[config.mk]
export PLATFORM = sky130hd
export DESIGN_NAME = decode_issue_queue
export DESIGN_NICKNAME = d
export VERILOG_FILES = /design/src/rtl/decode_issue_queue.sv
export SDC_FILE = /design/constraint.sdc
export NUM_CORES = 1
export LEC_CHECK = 0
export ABC_AREA = 1
export CORE_MARGIN = 1.5
export CORE_UTILIZATION = 57
export DETAILED_ROUTE_END_ITERATION = 7
export PLACE_DENSITY = 0.85
export SYNTH_ARGS = -nofsm -noshare
export SYNTH_HDL_FRONTEND = slang
export SYNTH_SLANG_ARGS = --single-unit
[constraint.sdc]
create_clock -name clock_i -period 18.6 [get_ports clock_i]
set_input_delay 5.58 -clock clock_i [delete_from_list [all_inputs] [get_ports clock_i]]
set_output_delay 5.58 -clock clock_i [all_outputs]
set_load 0.03 [all_outputs]
[src/rtl/decode_issue_queue.sv]
// decode_issue_queue: in-order FIFO between fetch and the decoders, tagging each bundle with a major ID
// Ports: clock_i/reset_i (async active-low), flush_i; fetch side fetchValid_i/fetchReady_o plus bundle inputs;
//        decoder side stall_i/enable_o plus registered issued bundle, opcode, major ID; occupancy_o.
module decode_issue_queue #(
  parameter int addressWidth            = 64,
  parameter int instructionWidth        = 32,
  parameter int PidSize                 = 20,
  parameter int TidSize                 = 16,
  parameter int instructionCounterWidth = 64,
  parameter int PrimOpcodeSize          = 6,
  parameter int formatWidth             = 25,
  parameter int queueDepth              = 4,
  parameter int countWidth              = 3
) (
  input  logic                               clock_i,
  input  logic                               reset_i,
  input  logic                               flush_i,
  input  logic                               fetchValid_i,
  output logic                               fetchReady_o,
  input  logic [instructionWidth-1:0]        instruction_i,
  input  logic [addressWidth-1:0]            instructionAddress_i,
  input  logic [formatWidth-1:0]             instFormat_i,
  input  logic                               is64Bit_i,
  input  logic [PidSize-1:0]                 instructionPid_i,
  input  logic [TidSize-1:0]                 instructionTid_i,
  input  logic                               stall_i,
  output logic                               enable_o,
  output logic [formatWidth-1:0]             instFormat_o,
  output logic [instructionWidth-1:0]        instruction_o,
  output logic [addressWidth-1:0]            instructionAddress_o,
  output logic                               is64Bit_o,
  output logic [PidSize-1:0]                 instructionPid_o,
  output logic [TidSize-1:0]                 instructionTid_o,
  output logic [PrimOpcodeSize-1:0]          instructionOpcode_o,
  output logic [instructionCounterWidth-1:0] instructionMajId_o,
  output logic [countWidth-1:0]              occupancy_o
);
  localparam int PW = $clog2(queueDepth);
  typedef struct packed {
    logic [instructionWidth-1:0]        ins;
    logic [addressWidth-1:0]            adr;
    logic [formatWidth-1:0]             fmt;
    logic                               b64;
    logic [PidSize-1:0]                 pid;
    logic [TidSize-1:0]                 tid;
    logic [instructionCounterWidth-1:0] id;
  } entry_t;
  entry_t mem_q [queueDepth];
  entry_t out_q, out_d, in_entry;
  logic [PW-1:0] head_q, head_d, tail_q, tail_d;
  logic [countWidth-1:0] count_q, count_d;
  logic [instructionCounterWidth-1:0] majid_q, majid_d;
  logic en_q, en_d, push, pop;
  // Ready looks only at the registered count, so a full FIFO stays closed even while popping.
  assign fetchReady_o = (count_q < countWidth'(queueDepth)) && !flush_i;
  assign push = fetchValid_i && fetchReady_o;
  assign pop = !flush_i && !stall_i && (count_q != '0);
  assign in_entry = '{instruction_i, instructionAddress_i, instFormat_i, is64Bit_i,
                      instructionPid_i, instructionTid_i, majid_q};
  always_comb begin
    head_d  = flush_i ? '0 : head_q + PW'(pop);
    tail_d  = flush_i ? '0 : tail_q + PW'(push);
    count_d = flush_i ? '0 : count_q + countWidth'(push) - countWidth'(pop);
    majid_d = majid_q + instructionCounterWidth'(push);
    out_d   = pop ? mem_q[head_q] : out_q;
    en_d    = flush_i ? 1'b0 : (stall_i ? en_q : pop);
  end
  always_ff @(posedge clock_i)
    if (push) mem_q[tail_q] <= in_entry;
  always_ff @(posedge clock_i or negedge reset_i)
    if (!reset_i) begin
      head_q  <= '0;
      tail_q  <= '0;
      count_q <= '0;
      majid_q <= '0;
      out_q   <= '0;
      en_q    <= 1'b0;
    end else begin
      head_q  <= head_d;
      tail_q  <= tail_d;
      count_q <= count_d;
      majid_q <= majid_d;
      out_q   <= out_d;
      en_q    <= en_d;
    end
  assign enable_o             = en_q;
  assign instFormat_o         = out_q.fmt;
  assign instruction_o        = out_q.ins;
  assign instructionAddress_o = out_q.adr;
  assign is64Bit_o            = out_q.b64;
  assign instructionPid_o     = out_q.pid;
  assign instructionTid_o     = out_q.tid;
  // Primary opcode sits in the most significant bits (big-endian bit numbering 0:5).
  assign instructionOpcode_o  = out_q.ins[instructionWidth-1 -: PrimOpcodeSize];
  assign instructionMajId_o   = out_q.id;
  assign occupancy_o          = count_q;
endmodule
# Yosys cells after proc, flatten, opt, wreduce, memory -nomap -nowiden
# Memory sizes are Yosys's and may differ from the RTL's. A register that Yosys moved wholly into a read port is not among the register bits.
# Index checks and enable logic that the tools add are counted.
[classes]
addsub = 5
n_lt_le_gt_ge = 1
n_eq_ne = 1
n_mux = 7
n_reduce_logical = 8
[op_table]
columns = ["op", "n"]
rows = [
  ["$add A64 B1 Y64", 1],
  ["$add A2 B1 Y2", 2],
  ["$logic_and A1 B1 Y1", 4],
  ["$mux W1", 4],
  ["$mux W2", 2],
  ["$add A3 B1 Y3", 1],
  ["$logic_not A1 Y1", 3],
  ["$lt A3 B3 Y1 const B", 1],
  ["$mux W3", 1],
  ["$reduce_bool A3 Y1", 1],
  ["$sub A3 B1 Y3", 1],
  ["$ne A2 B2 Y1 const B", 1],
]
[totals]
ff_bits = 72
ramBits = 888
input_bits = 163
wordCells = 28
n_memories = 1
[memory_table]
columns = ["name", "depth", "word_bits", "read_ports", "rd_clocked_by_memory_dff", "write_ports", "line_no", "rtl"]
rows = [
  ["mem_q", 4, 222, 1, 1, 1, "48", "entry_t mem_q [queueDepth];"],
]

# Longest topological paths before layout
[depth]
word_depth = 6
mapped_depth = 15

# Least setup slack after synthesis
# Ideal clock, no wire load.
[synth_timing]
path_kind = "input -> register"
startpoint = "input port flush_i"
endpoint = "memory mem_q[2][0] in the netlist's numbering, enable pin"
setup_time_ns = 1.077
arrival_ns = 21.410
path_slack_ns = -3.887
path_stages = 4
cell_sequence = "buf_2 nor2_1 nand2_1 nor3_1"
[synth_via]
elab_chain_cells = 5
[synth_rtl]
columns = ["element", "line_no", "rtl"]
rows = [
  ["from (decl)", "17", "input logic flush_i,"],
  ["$logic_not A1 Y1", "55", "assign fetchReady_o = (count_q < countWidth'(queueDepth)) && !flush_i;"],
  ["$logic_and A1 B1 Y1", "55", ""],
  ["named net fetchReady_o", "19", "output logic fetchReady_o,"],
  ["$logic_and A1 B1 Y1", "56", "assign push = fetchValid_i && fetchReady_o;"],
  ["$mux W1", "69", "if (push) mem_q[tail_q] <= in_entry;"],
  ["$mux W1 (implied by the code)", "69", ""],
  ["to (decl)", "48", ""],
]
# The timed path passes the listed nets, and every way through them passes these cells.

# Worst setup path after layout
[layout_timing]
startpoint = "input port flush_i"
endpoint = "output port fetchReady_o"
[layout_via]
elab_chain_cells = 2
[layout_rtl]
columns = ["element", "line_no"]
rows = [
  ["$logic_not A1 Y1", "55"],
  ["$logic_and A1 B1 Y1", "55"],
  ["to (decl)", "19"],
]
# Every way passes these cells.

==> results_tabular.tex <==
\begin{tabular}{lr}
\hline
Metric & Value \\
\hline
\multicolumn{2}{l}{\textbf{Outcome}} \\
Result of the run & completed \\
\multicolumn{2}{l}{\textbf{STA}} \\
Clock period minus final worst setup slack & 12.72 ns \\
Final critical-path share of the clock period & 68.37\% \\
Final Worst Setup Slack & 5.883 ns \\
Worst hold slack across all endpoints & 0.4939 ns \\
Worst clock skew & 0.02273 ns \\
Final setup viols & 0 \\
Remaining max-slew budget at the tightest pin & 20.03\% \\
Worst slew pin tran & 1.200 ns \\
Final-report max-slew violation count & 0 \\
RSZ-0062 raised after global routing & no \\
Final number of hold-violating endpoints & 0 \\
Total Neg Setup Slack & 0 ns \\
Maximum operating frequency & 78.64 MHz \\
\multicolumn{2}{l}{\textbf{Routing}} \\
Detail-routed net length per standard cell & 21.14 um \\
\# DRC & 0 \\
Iteration-0 DRC Markers & 2750 \\
Number of routed nets with antenna violations & 0 \\
Total Wirelength & 108800 um \\
Per-cell via count in the routed design & 5.739 \\
First-pass detailed-route iteration total & 6 \\
DR vias & 29550 \\
\multicolumn{2}{l}{\textbf{Floorplan}} \\
Floorplan row count & 102 \\
Die extent in y & 284.1 um \\
Starting density of the core & 57.85\% \\
Die boundary width & 284.1 um \\
Area of the core region & 77850 um\^{}2 \\
Die Area & 80710 um\^{}2 \\
Number of placed I/O pins & 396 \\
\multicolumn{2}{l}{\textbf{Power}} \\
Internal power of the cells & 5.119 mW \\
Sequential cell fraction of total power & 45.1\% \\
Leakage power figure & 18.85 nW \\
Psw & 2.346 mW \\
Highest ir drop seen on vdd & 0.0001059 V \\
P per Cell Area & 140.0 nW/um\^{}2 \\
Combinational cell fraction of total power & 25.1\% \\
Power consumption & 7.466 mW \\
Switching part of the total power & 31.43\% \\
Power share of the clock group & 29.8\% \\
\multicolumn{2}{l}{\textbf{Clocking}} \\
CTS resizes & 0 \\
CTS root buf & sky130\_fd\_sc\_hd\_\_clkbuf\_16 \\
TritonCTS clock tree & done \\
Number of CTS-inserted buffers & 112 \\
Count of buffers added by post-CTS timing repair for setup & 0 \\
Clock latency on the worst-skew pair & 0.68 ns \\
Post-CTS Hold Fix Bufs & 0 \\
Clock-pin slew on the worst setup and hold paths & 0.06 ns \\
Maximum clock path buffer count & 3 \\
Clk sink count & 1182 \\
Level count of the clock H-tree & 3 \\
\multicolumn{2}{l}{\textbf{Setup path}} \\
Required time at the endpoint of the critical path & 13.02 ns \\
Highest fanout seen on the critical path & 10 \\
Reg-to-reg endpoint & mem\_q[1][105] \\
Worst R2R Start & occupancy\_o[2] \\
Critical path capture point type & output port \\
Startpoint type of the worst setup path & primary input \\
Crit path DAT & 7.14 ns \\
Crit Path Category & primary input to output port \\
Cells on worst reg2reg path & 6 \\
Setup slack on the worst flop-to-flop path & 14.86 ns \\
\multicolumn{2}{l}{\textbf{Synth}} \\
Cells taking the most area after synthesis & sky130\_fd\_sc\_hd\_\_edfxtp\_1 59\%, sky130\_fd\_sc\_hd\_\_dfrtp\_1 16\%, sky130\_fd\_sc\_hd\_\_nor2\_1 10\% \\
Number of library cell types mapped by synthesis & 25 \\
Mean instance size in the synthesized netlist & 12.32 um\^{}2 \\
Post-synthesis cell type with the largest combined area & sky130\_fd\_sc\_hd\_\_edfxtp\_1 \\
Post-Synthesis Cell Area & 45040 um\^{}2 \\
Most frequent cells after synthesis & 1240 x sky130\_fd\_sc\_hd\_\_nor2\_1, 888 x sky130\_fd\_sc\_hd\_\_edfxtp\_1, 363 x sky130\_fd\_sc\_hd\_\_o21ai\_0 \\
Post-Synthesis Cells & 3657 \\
Syn Nets & 3826 \\
Cell with the most instances after synthesis & sky130\_fd\_sc\_hd\_\_nor2\_1 \\
Yosys top cell area share & 59.20\% \\
Count of flip-flops with a built-in enable after synthesis & 888 \\
Predominant post-synthesis flop cell & sky130\_fd\_sc\_hd\_\_edfxtp\_1 \\
Post-synthesis register bit count & 1182 \\
Proportion of register bits with asynchronous set or reset after synthesis & 24.87\% \\
Yosys warns & 0 \\
Seq/Total Area, Yosys & 75.54\% \\
\multicolumn{2}{l}{\textbf{Final layout}} \\
Share of post-route cells with drive strength above 1 & 5.271\% \\
Layout Cell Area excl Fill & 53330 um\^{}2 \\
Number of fillers in the final layout & 4945 \\
Final net count & 4167 \\
Total area of sequential cells & 34030 um\^{}2 \\
Non-filler instance count after layout & 5149 \\
Utilization after layout & 68.51\% \\
Area Growth Syn to Fin & 18.41\% \\
Area taken by multi-input logic gates & 9847 um\^{}2 \\
\multicolumn{2}{l}{\textbf{Flow run}} \\
Total of max-cap violations & 0 \\
\multicolumn{2}{l}{\textbf{Place}} \\
Total half-perimeter wirelength after legalization and detailed placement & 60910 um \\
\# port buffers & 395 \\
Worst setup slack before clock tree synthesis & 5.898 ns \\
Placed Instance Area & 49660 um\^{}2 \\
GP Congestion & 0.9502 \\
Number of cells in the design after placement & 4924 \\
\multicolumn{2}{l}{\textbf{Min path}} \\
Hold path startpoint & enable\_o \\
Instance count along the most critical hold path & 2 \\
Hold-critical path endpoint & enable\_o \\
Worst hold-check path type & register to register \\
\multicolumn{2}{l}{\textbf{GRT}} \\
First-pass GRT wire length & 166400 um \\
Maximum number of pins on one net before global-route repair & 259 \\
Initial antenna violation count & 11 \\
Overflow left after global routing & 0 \\
Global-route usage over all layers & 26.69\% \\
Number of global-route vias before repair & 29760 \\
\hline
\end{tabular}
==> power by group through the flow <==
| stage | Sequential (mW) | Combinational [mW] | Clock, mW |
|---|---|---|---|
| detailed placement | 3.41 | 1.86 | 0 |
| finish | 3.37 | 1.87 | 2.23 |
| CTS | 3.37 | 1.88 | 2.26 |
| global route | 3.40 | 1.98 | 2.36 |
| floorplan | 3.88 | 0.605 | 0 |
| global placement | 3.39 | 1.80 | 0 |
==> state kept, by name (all words and copies together), names as in the netlist <==
register	flops
instructionTid_o	16
mem_q	888
instructionAddress_o	64
occupancy_o	3
instructionPid_o	20
head_q	2
enable_o	1
instructionMajId_o	64
tail_q	2
is64Bit_o	1
majid_q	64
instruction_o	32
instFormat_o	25
==> worst max path at each step <==
stage	startpoint	to	cells after the start
after floorplan	flush_i	mem_q[2][0]	4
final	flush_i	fetchReady_o	3
after CTS	flush_i	fetchReady_o	3
after detailed placement	flush_i	fetchReady_o	3
after global routing	flush_i	fetchReady_o	3
after global placement	flush_i	fetchReady_o	3
==> metal layers <==
| layer | global-route usage, % | vias to the layer above | share of wire, % |
|---|---|---|---|
| met5 | 0 | - | 0 |
| met2 | 47.37 | 1369 | 52 |
| met4 | 13.59 | 0 | 4.7 |
| met3 | 3.740 | 281 | 6.8 |
| li1 | - | 13440 | - |
| met1 | 31.85 | 14460 | 36 |
==> cells in the final DEF, fill, tap and decap left out, types with 32 or more instances in the layout <==
cell type	synthesis	final
sky130_fd_sc_hd__a31oi_1	222	222
sky130_fd_sc_hd__buf_4	27	32
sky130_fd_sc_hd__clkbuf_1	66	47
sky130_fd_sc_hd__clkbuf_16	0	112
sky130_fd_sc_hd__clkdlybuf4s50_1	0	394
sky130_fd_sc_hd__dfrtp_1	294	292
sky130_fd_sc_hd__edfxtp_1	888	888
sky130_fd_sc_hd__inv_1	51	51
sky130_fd_sc_hd__nand2_1	211	211
sky130_fd_sc_hd__nor2_1	1240	1240
sky130_fd_sc_hd__o21ai_0	363	363
sky130_fd_sc_hd__o21ai_1	101	101
==> cells by family after synthesis <==
logic type / synth area share (%)
adder cells (fa/ha/maj): 0.1834
AO/OA/AOI/OAI: 8.240
buffers and inverters: 2.653
AND/OR/NAND/NOR: 12.68
XOR/XNOR: 0.7001
flip-flops: 75.54
==> critical path: stages <==
cell	delay [ns]
sky130_fd_sc_hd__clkdlybuf4s50_1	0.61
sky130_fd_sc_hd__nor2_1	0.24
sky130_fd_sc_hd__clkdlybuf4s50_1	0.70
==> layout make-up <==
type,count,area share (%)
inverter,54,0.4082
clock inverter,37,0.7930
sequential,1182,63.81
antenna,11,0.05161
timing repair buffer,430,7.986
multi-input combinational,2218,18.46
tap,1040,2.440
clock buffer,177,6.050
No activity file was read; power rests on OpenSTA's default activity.
